## config.mk

```make
export PLATFORM = sky130hd
export DESIGN_NAME = stream_rr_arbiter
export DESIGN_NICKNAME = d
export VERILOG_FILES = /design/src/rtl/stream_rr_arbiter.sv
export SDC_FILE = /design/constraint.sdc
export NUM_CORES = 1
export LEC_CHECK = 0
export BUFFER_PORTS_ARGS = -buffer_cell sky130_fd_sc_hd__buf_2
export CORE_AREA = 2 2 132 134
export DETAILED_ROUTE_END_ITERATION = 16
export DIE_AREA = 0 0 134 136
export HOLD_SLACK_MARGIN = 0.08
export PLACE_DENSITY = 0.59
export SYNTH_ARGS = -nofsm -noshare
export SYNTH_HDL_FRONTEND = slang
export SYNTH_SLANG_ARGS = --single-unit
```

## constraint.sdc

```tcl
create_clock -name clk -period 2.2 [get_ports clk]
set_input_delay 0 -clock clk [delete_from_list [all_inputs] [get_ports clk]]
set_output_delay 0 -clock clk [all_outputs]
set_load 0.05 [all_outputs]
```

## src/rtl/stream_rr_arbiter.sv

```systemverilog
// stream_rr_arbiter: round-robin packet arbiter that merges NUM_CH valid/ready
// streams onto one FIFO write port through a one-entry registered output stage.
// A grant is held from the first beat of a packet until its last beat (or until
// MAX_BEATS beats when that limit is enabled). Each output beat carries its
// source channel in m_id.
module stream_rr_arbiter #(
    parameter int NUM_CH    = 4,
    parameter int WIDTH     = 64,
    parameter int ID_W      = 2,
    parameter int MAX_BEATS = 0,
    parameter int CNT_W     = 16
) (
    input  logic                    clk,
    input  logic                    resetn,
    input  logic [NUM_CH*WIDTH-1:0] s_data,
    input  logic [NUM_CH-1:0]       s_valid,
    input  logic [NUM_CH-1:0]       s_last,
    output logic [NUM_CH-1:0]       s_ready,
    output logic [WIDTH-1:0]        m_data,
    output logic [ID_W-1:0]         m_id,
    output logic                    m_last,
    output logic                    m_valid,
    input  logic                    m_ready,
    output logic                    busy,
    output logic [ID_W-1:0]         grant_id
);

    // Channel inputs are widened to 2^ID_W slots so an ID_W-bit index is exact.
    localparam int NSLOT = 1 << ID_W;

    typedef enum logic {IDLE = 1'b0, LOCKED = 1'b1} state_t;

    state_t           state, state_nxt;
    logic [ID_W-1:0]  rr_ptr;
    logic [CNT_W-1:0] beat_cnt;
    logic [ID_W-1:0]  pick;
    logic             pick_vld;

    logic [NSLOT-1:0] vld_ext;
    logic [NSLOT-1:0] last_ext;
    logic [WIDTH-1:0] data_ext [NSLOT];

    logic             out_free;
    logic             accept;
    logic             cnt_limit;
    logic             rel;

    assign vld_ext  = NSLOT'(s_valid);
    assign last_ext = NSLOT'(s_last);

    for (genvar i = 0; i < NSLOT; i++) begin : g_slot
        if (i < NUM_CH) begin : g_used
            assign data_ext[i] = s_data[i*WIDTH +: WIDTH];
        end else begin : g_pad
            assign data_ext[i] = '0;
        end
    end

    // The output register can take a beat when empty or draining this cycle.
    assign out_free  = !m_valid || m_ready;
    assign accept    = (state == LOCKED) && vld_ext[grant_id] && out_free;
    assign cnt_limit = (MAX_BEATS != 0) && (beat_cnt + CNT_W'(1) == CNT_W'(MAX_BEATS));
    // Grant ends on the packet's last beat or on the beat-count limit.
    assign rel       = accept && (last_ext[grant_id] || cnt_limit);

    // Round-robin pick: first valid channel scanning from rr_ptr with wrap.
    always_comb begin
        int idx;
        idx      = 0;
        pick     = '0;
        pick_vld = 1'b0;
        for (int k = 0; k < NUM_CH; k++) begin
            idx = (int'(rr_ptr) + k) % NUM_CH;
            if (!pick_vld && vld_ext[ID_W'(idx)]) begin
                pick     = ID_W'(idx);
                pick_vld = 1'b1;
            end
        end
    end

    // State register.
    always_ff @(posedge clk) begin
        if (!resetn) state <= IDLE;
        else         state <= state_nxt;
    end

    // Next state: lock on any request, unlock on release.
    always_comb begin
        state_nxt = state;
        case (state)
            IDLE:    if (pick_vld) state_nxt = LOCKED;
            LOCKED:  if (rel)      state_nxt = IDLE;
            default: state_nxt = IDLE;
        endcase
    end

    // FSM outputs: only the granted channel sees ready, and only while locked.
    always_comb begin
        s_ready = '0;
        busy    = (state == LOCKED);
        if (resetn && state == LOCKED) begin
            for (int i = 0; i < NUM_CH; i++)
                s_ready[i] = (grant_id == ID_W'(i)) && out_free;
        end
    end

    // Grant bookkeeping: latch winner, count beats, advance pointer on release.
    always_ff @(posedge clk) begin
        if (!resetn) begin
            rr_ptr   <= '0;
            grant_id <= '0;
            beat_cnt <= '0;
        end else if (state == IDLE) begin
            if (pick_vld) begin
                grant_id <= pick;
                beat_cnt <= '0;
            end
        end else if (accept) begin
            beat_cnt <= beat_cnt + CNT_W'(1);
            if (rel)
                rr_ptr <= (grant_id == ID_W'(NUM_CH-1)) ? '0 : grant_id + ID_W'(1);
        end
    end

    // One-entry output stage: load on accept, otherwise drain on m_ready.
    always_ff @(posedge clk) begin
        if (!resetn) begin
            m_valid <= 1'b0;
            m_data  <= '0;
            m_last  <= 1'b0;
            m_id    <= '0;
        end else if (accept) begin
            m_valid <= 1'b1;
            m_data  <= data_ext[grant_id];
            m_last  <= last_ext[grant_id];
            m_id    <= grant_id;
        end else if (m_ready) begin
            m_valid <= 1'b0;
        end
    end

endmodule

```

# [After elaboration in Yosys (flattened, before gate mapping)]
# Cells that the tools add are included.
# Widths: inputs -> output; s select.
[word_totals] input_bits=267 output_inout_bits=75 reg_bits=73
[classes] magnitude_cmp=6 n_addsub=4 reduce_logical=20 mux=34 n_eq_ne=3 bitwise=2
[ops] op="$bmux 64 s2" count=1
[ops] op="$mux 64" count=2
[ops] op="$mux 1" count=18
[ops] op="$lt 2x4->1 const B" count=4
[ops] op="$bmux 1 s2" count=6
[ops] op="$logic_and 1x1->1" count=11
[ops] op="$mux 2" count=5
[ops] op="$add 2x1->2 const B" count=2
[ops] op="$add 2x2->2 const B" count=2
[ops] op="$eq 2x2->1 const B" count=2
[ops] op="$logic_not 1->1" count=4
[ops] op="$mux 4" count=1
[ops] op="$ge 3x3->1 const B" count=1
[ops] op="$lt 2x3->1 const B" count=1
[ops] op="$not 2->3" count=1
[ops] op="$reduce_and 3->1" count=1
[ops] op="$eq 2x1->1 const B" count=1
[ops] op="$logic_not 2->1" count=1
[ops] op="$pmux 1 s2" count=1
[ops] op="$reduce_and 2->1" count=1
[ops] op="$reduce_bool 2->1" count=1
[ops] op="$logic_or 1x1->1" count=1
[ops] op="$not 1->1" count=1

# [Longest topological paths before layout]
[logic_depth] ltp_word=15 ltp_mapped=7 mapped_depth_nobuf=4

# [Worst setup path before layout]
# Ideal clock, no wire load.
[synth_path] path_kind="reg2reg" from="register grant_id[0]" to="register m_data[33]" required_ns=2.083 path_buffers=3 synth_period_minus_slack_ns=2.163 path_stages_with_launch=7 arrival_time_ns=2.046 slack_ns=0.037 cell_sequence="dfxtp_1 buf_4 buf_4 buf_2 mux4_2 nand2_1 a21boi_1"
[synth_via] elab_chain_cells=4 elab_cells_between_ends=8 cone_classes="mux (5); bitwise (1); reduce/logical (2)"
[synth_rtl] element="from (decl)" line="25" source="output logic [ID_W-1:0] grant_id"
[synth_rtl] element="from (signal assigned)" line="115" source="grant_id <= pick;"
[synth_rtl] element="$not 2->3 (implied by the code) / $bmux 1 s2 (equally long branches)" line="134, 61"
[synth_rtl] element="$bmux 64 s2 / $mux 1 (equally long branches)" line="134, 61"
[synth_rtl] element="$mux 64 (implied by the code) / $logic_and 1x1->1 (equally long branches) (2 in series)" line="134, 61"
[synth_rtl] element="to (signal assigned)" line="134" source="m_data <= data_ext[grant_id];"
[synth_rtl] element="to (decl)" line="19" source="output logic [WIDTH-1:0] m_data,"
# Parallel ways exist; a longest one is shown, timed or not. The select of a mux whose other input is x is not followed.
# A chain may end at the register's enable or synchronous reset.

# [Worst setup path after layout]
[layout_path] from="register grant_id[1]" to="output s_ready[1]"
[layout_via] elab_chain_cells=3
[layout_rtl] element="$eq 2x1->1" line="103" source="s_ready[i] = (grant_id == ID_W'(i)) && out_free;"
[layout_rtl] element="$logic_and 1x1->1" line="103"
[layout_rtl] element="$mux 4" line="101" source="if (resetn && state == LOCKED) begin"
[layout_rtl] element="to (decl)" line="18" source="output logic [NUM_CH-1:0] s_ready,"
# Every way passes these cells.

==> results.yml <==
timing:
  tightestPinTransition_ps: 514
  fmax_mhz: 544
  period_minus_slack_ps: 1840
  clock_skew_ps: 6.64
  final.setup.tns_ps: 0
  slew_headroom_pct: 65.7
  drv_slew: 0
  finalSetupViolCount: 0
  hold_viol: 0
  fin_ws_ps: 362
  period_share_pct: 83.6
  rsz0062_at_grt: "false"
logic_synthesis:
  synth_edf_count: 0
  postSynthAreaPerCell_um2: 10.6
  synth_top_area_share_pct: 33.0
  synthArstFlopShare_pct: 0
  netlist_instances: 426
  ys_types: 31
  yosys_warnings: 0
  seq_area_frac_synth_pct: 32.4
  synth_nets: 697
  ys_seq_elements: 73
  ys.flop_type: "dfxtp_1"
  synth_top_area_cell: "mux4_2"
  synth_area_leaders: "mux4_2, dfxtp_1, nand2_1"
  synth_area_mm2: 0.00451
  yosysMostFrequentCell: "nand2_1"
  synth_common_cells: "nand2_1, dfxtp_1, mux4_2"
power:
  power_density_mw_per_mm2: 711
  max-vdd-ir-drop_mv: 0.333
  power_leakage_uw: 0.00302
floorplan:
  dieArea_mm2: 0.0182
  design.core.area_mm2: 0.0169
  fp.dieW_um: 134
  placementRows: 48
  initial_core_util_pct: 26.7
  die_h_um: 136
  io_pins: 342
critical_path:
  cp-end-kind: "output port"
  cp.arrival_ps: 1840
  crit_end: "s_ready[1]"
  path_class: "reg -> out"
  startpoint: "grant_id[1]"
  cp_max_fo: 38
  ff2ff_path_depth: 5
  rrSetupSlack_ps: 440
  worstReg2RegEnd: "m_last"
  critical_path_required_ps: 2200
  r2r_start: "grant_id[0]"
  cp-start-kind: "register"
placed_design:
  gp_congestion: 0.770
  hpwlAfterDp_um: 12300
  place_area_mm2: 0.00637
  port_buffers: 341
  place_ws_ps: 427
cts:
  cts_buffer_depth: 2
  clock_sinks: 73
  htreeDepth: 3
  cts_tree: "yes"
  clkTransAtPathRegs_ps: 60
  clock_latency_ps: 330
  cts_made_buffers: 9
  clockRootBuffer: "clkbuf_16"
  ctsResizeCount: 0
route:
  m1WireLength_um: 5660
  wl_met2_um: 7920
  wl_met3_um: 1210
  drtIter0Drc: 142
  finalWirelength_um: 15100
  drc: 0
  vias: 4611
  vias_per_cell: 4.69
  post_drt_wl_per_cell_um: 15.3
  dr.pass1.iters: 4
  highest_layer: "met5"
  drtAntennaViolNets: 0
global_route:
  grt_pass1_wl_um: 22900
  grt_overflow_total: 0
  grtUsageTotal_pct: 16.0
  grt_pass1_vias: 4506
  grt_max_degree: 39
  grt_antenna_before_repair: 1
run:
  max_cap_viol_count: 0
final_layout:
  antenna_cells: 0
  drive_above_1_share_pct: 57.7
  fillCellCount: 1728
  synthToLayoutAreaGrowth_pct: 48.3
  fin_nets: 1024
  design_area_mm2: 0.00669
min_path:
  hp-class: "in -> reg"
run_status:
  status: "finished, final reports clean"
==> report_power, final <==
group          total [uW]  internal, uW  switching, uW  leakage (uW)
Clock                1450           906            541      0.000144
Combinational        1770           709           1060       0.00228
Sequential           1540          1460           80.8      0.000597
==> kinds of logic (layout without fill, tap and decap cells) <==
logic type	after synthesis	in the layout	synth area share (%)
DFF	73	73	32.4
and+or+nand+nor	155	155	13.7
adders and majority gates	4	4	1.11
AOI/OAI and AO/OA	82	82	13.3
muxes	69	69	33.7
buffers and inverters	43	375	5.80
==> how the worst min path moves through the flow <==
| stage | start | end | slack [ps] | cells past startpoint |
|---|---|---|---|---|
| floorplan | s_valid[3] | grant_id[0] | 220 | 2 |
| global placement | s_valid[3] | grant_id[0] | 400 | 3 |
| detailed placement | s_valid[3] | grant_id[0] | 380 | 3 |
| CTS | s_data[16] | m_data[16] | 120 | 4 |
| global route | s_data[255] | m_data[63] | 140 | 4 |
| finish | s_data[50] | m_data[50] | 140 | 4 |
==> layout make-up <==
| class | count | area (um2) | share of cell area (%) |
|---|---|---|---|
| Clock buffer | 13 | 250 | 3.74 |
| Clock inverter | 3 | 40.0 | 0.599 |
| Inverter | 4 | 15.0 | 0.225 |
| Multi-Input combinational cell | 310 | 2790 | 41.7 |
| Sequential cell | 73 | 1470 | 22.0 |
| Tap cell | 225 | 282 | 4.21 |
| Timing Repair Buffer | 355 | 1840 | 27.6 |
==> metal layers <==
metal	up-vias	global-route usage (%)
met5	-	0
met4	2	6.38
met3	21	4.25
met2	226	29.1
met1	2151	17.8
li1	2211	-
==> cells in the final DEF, fill, tap and decap left out, types with 2 or more instances in the layout <==
| cell type | n |
|---|---|
| a21boi_0 | 17 |
| a21boi_1 | 51 |
| a21oi_1 | 3 |
| and3_1 | 4 |
| buf_12 | 2 |
| buf_2 | 341 |
| buf_4 | 9 |
| clkbuf_1 | 3 |
| clkbuf_16 | 9 |
| clkinv_2 | 2 |
| dfxtp_1 | 71 |
| dfxtp_4 | 2 |
| dlygate4sd3_1 | 3 |
| ha_1 | 4 |
| inv_1 | 4 |
| mux2i_1 | 2 |
| mux4_2 | 66 |
| nand2_1 | 139 |
| nand3_1 | 2 |
| nor2_1 | 3 |
| o21ai_0 | 5 |
==> registers in the layout (all words and copies together) (netlist names) <==
register  cells
busy          1
m_last        1
m_valid       1
rr_ptr        2
grant_id      2
m_id          2
m_data       64
==> per-stage QoR <==
stage               utilization (%)  total power [uW]  hold slack [ps]  cells
global route                   39.6              5020              142    983
finish                         39.6              4760              137    983
detailed placement             37.7              3350              381    964
CTS                            39.6              4840              123    983
floorplan                         -              2850              216    426
global placement               37.7              3340              405    964
==> what timing repair did <==
item                                   in CTS  in global routing
endpoints found under the hold margin       3                  0
hold buffers                                3                  0
setup buffers                               0                  0
==> worst max-delay path: stages, from the launching register on <==
cell and delay [ps]:
dfxtp_4 370, buf_4 420, inv_1 140, ha_1 200
and3_1 140, buf_2 210
Note: power is estimated with default switching activity, not from simulation.
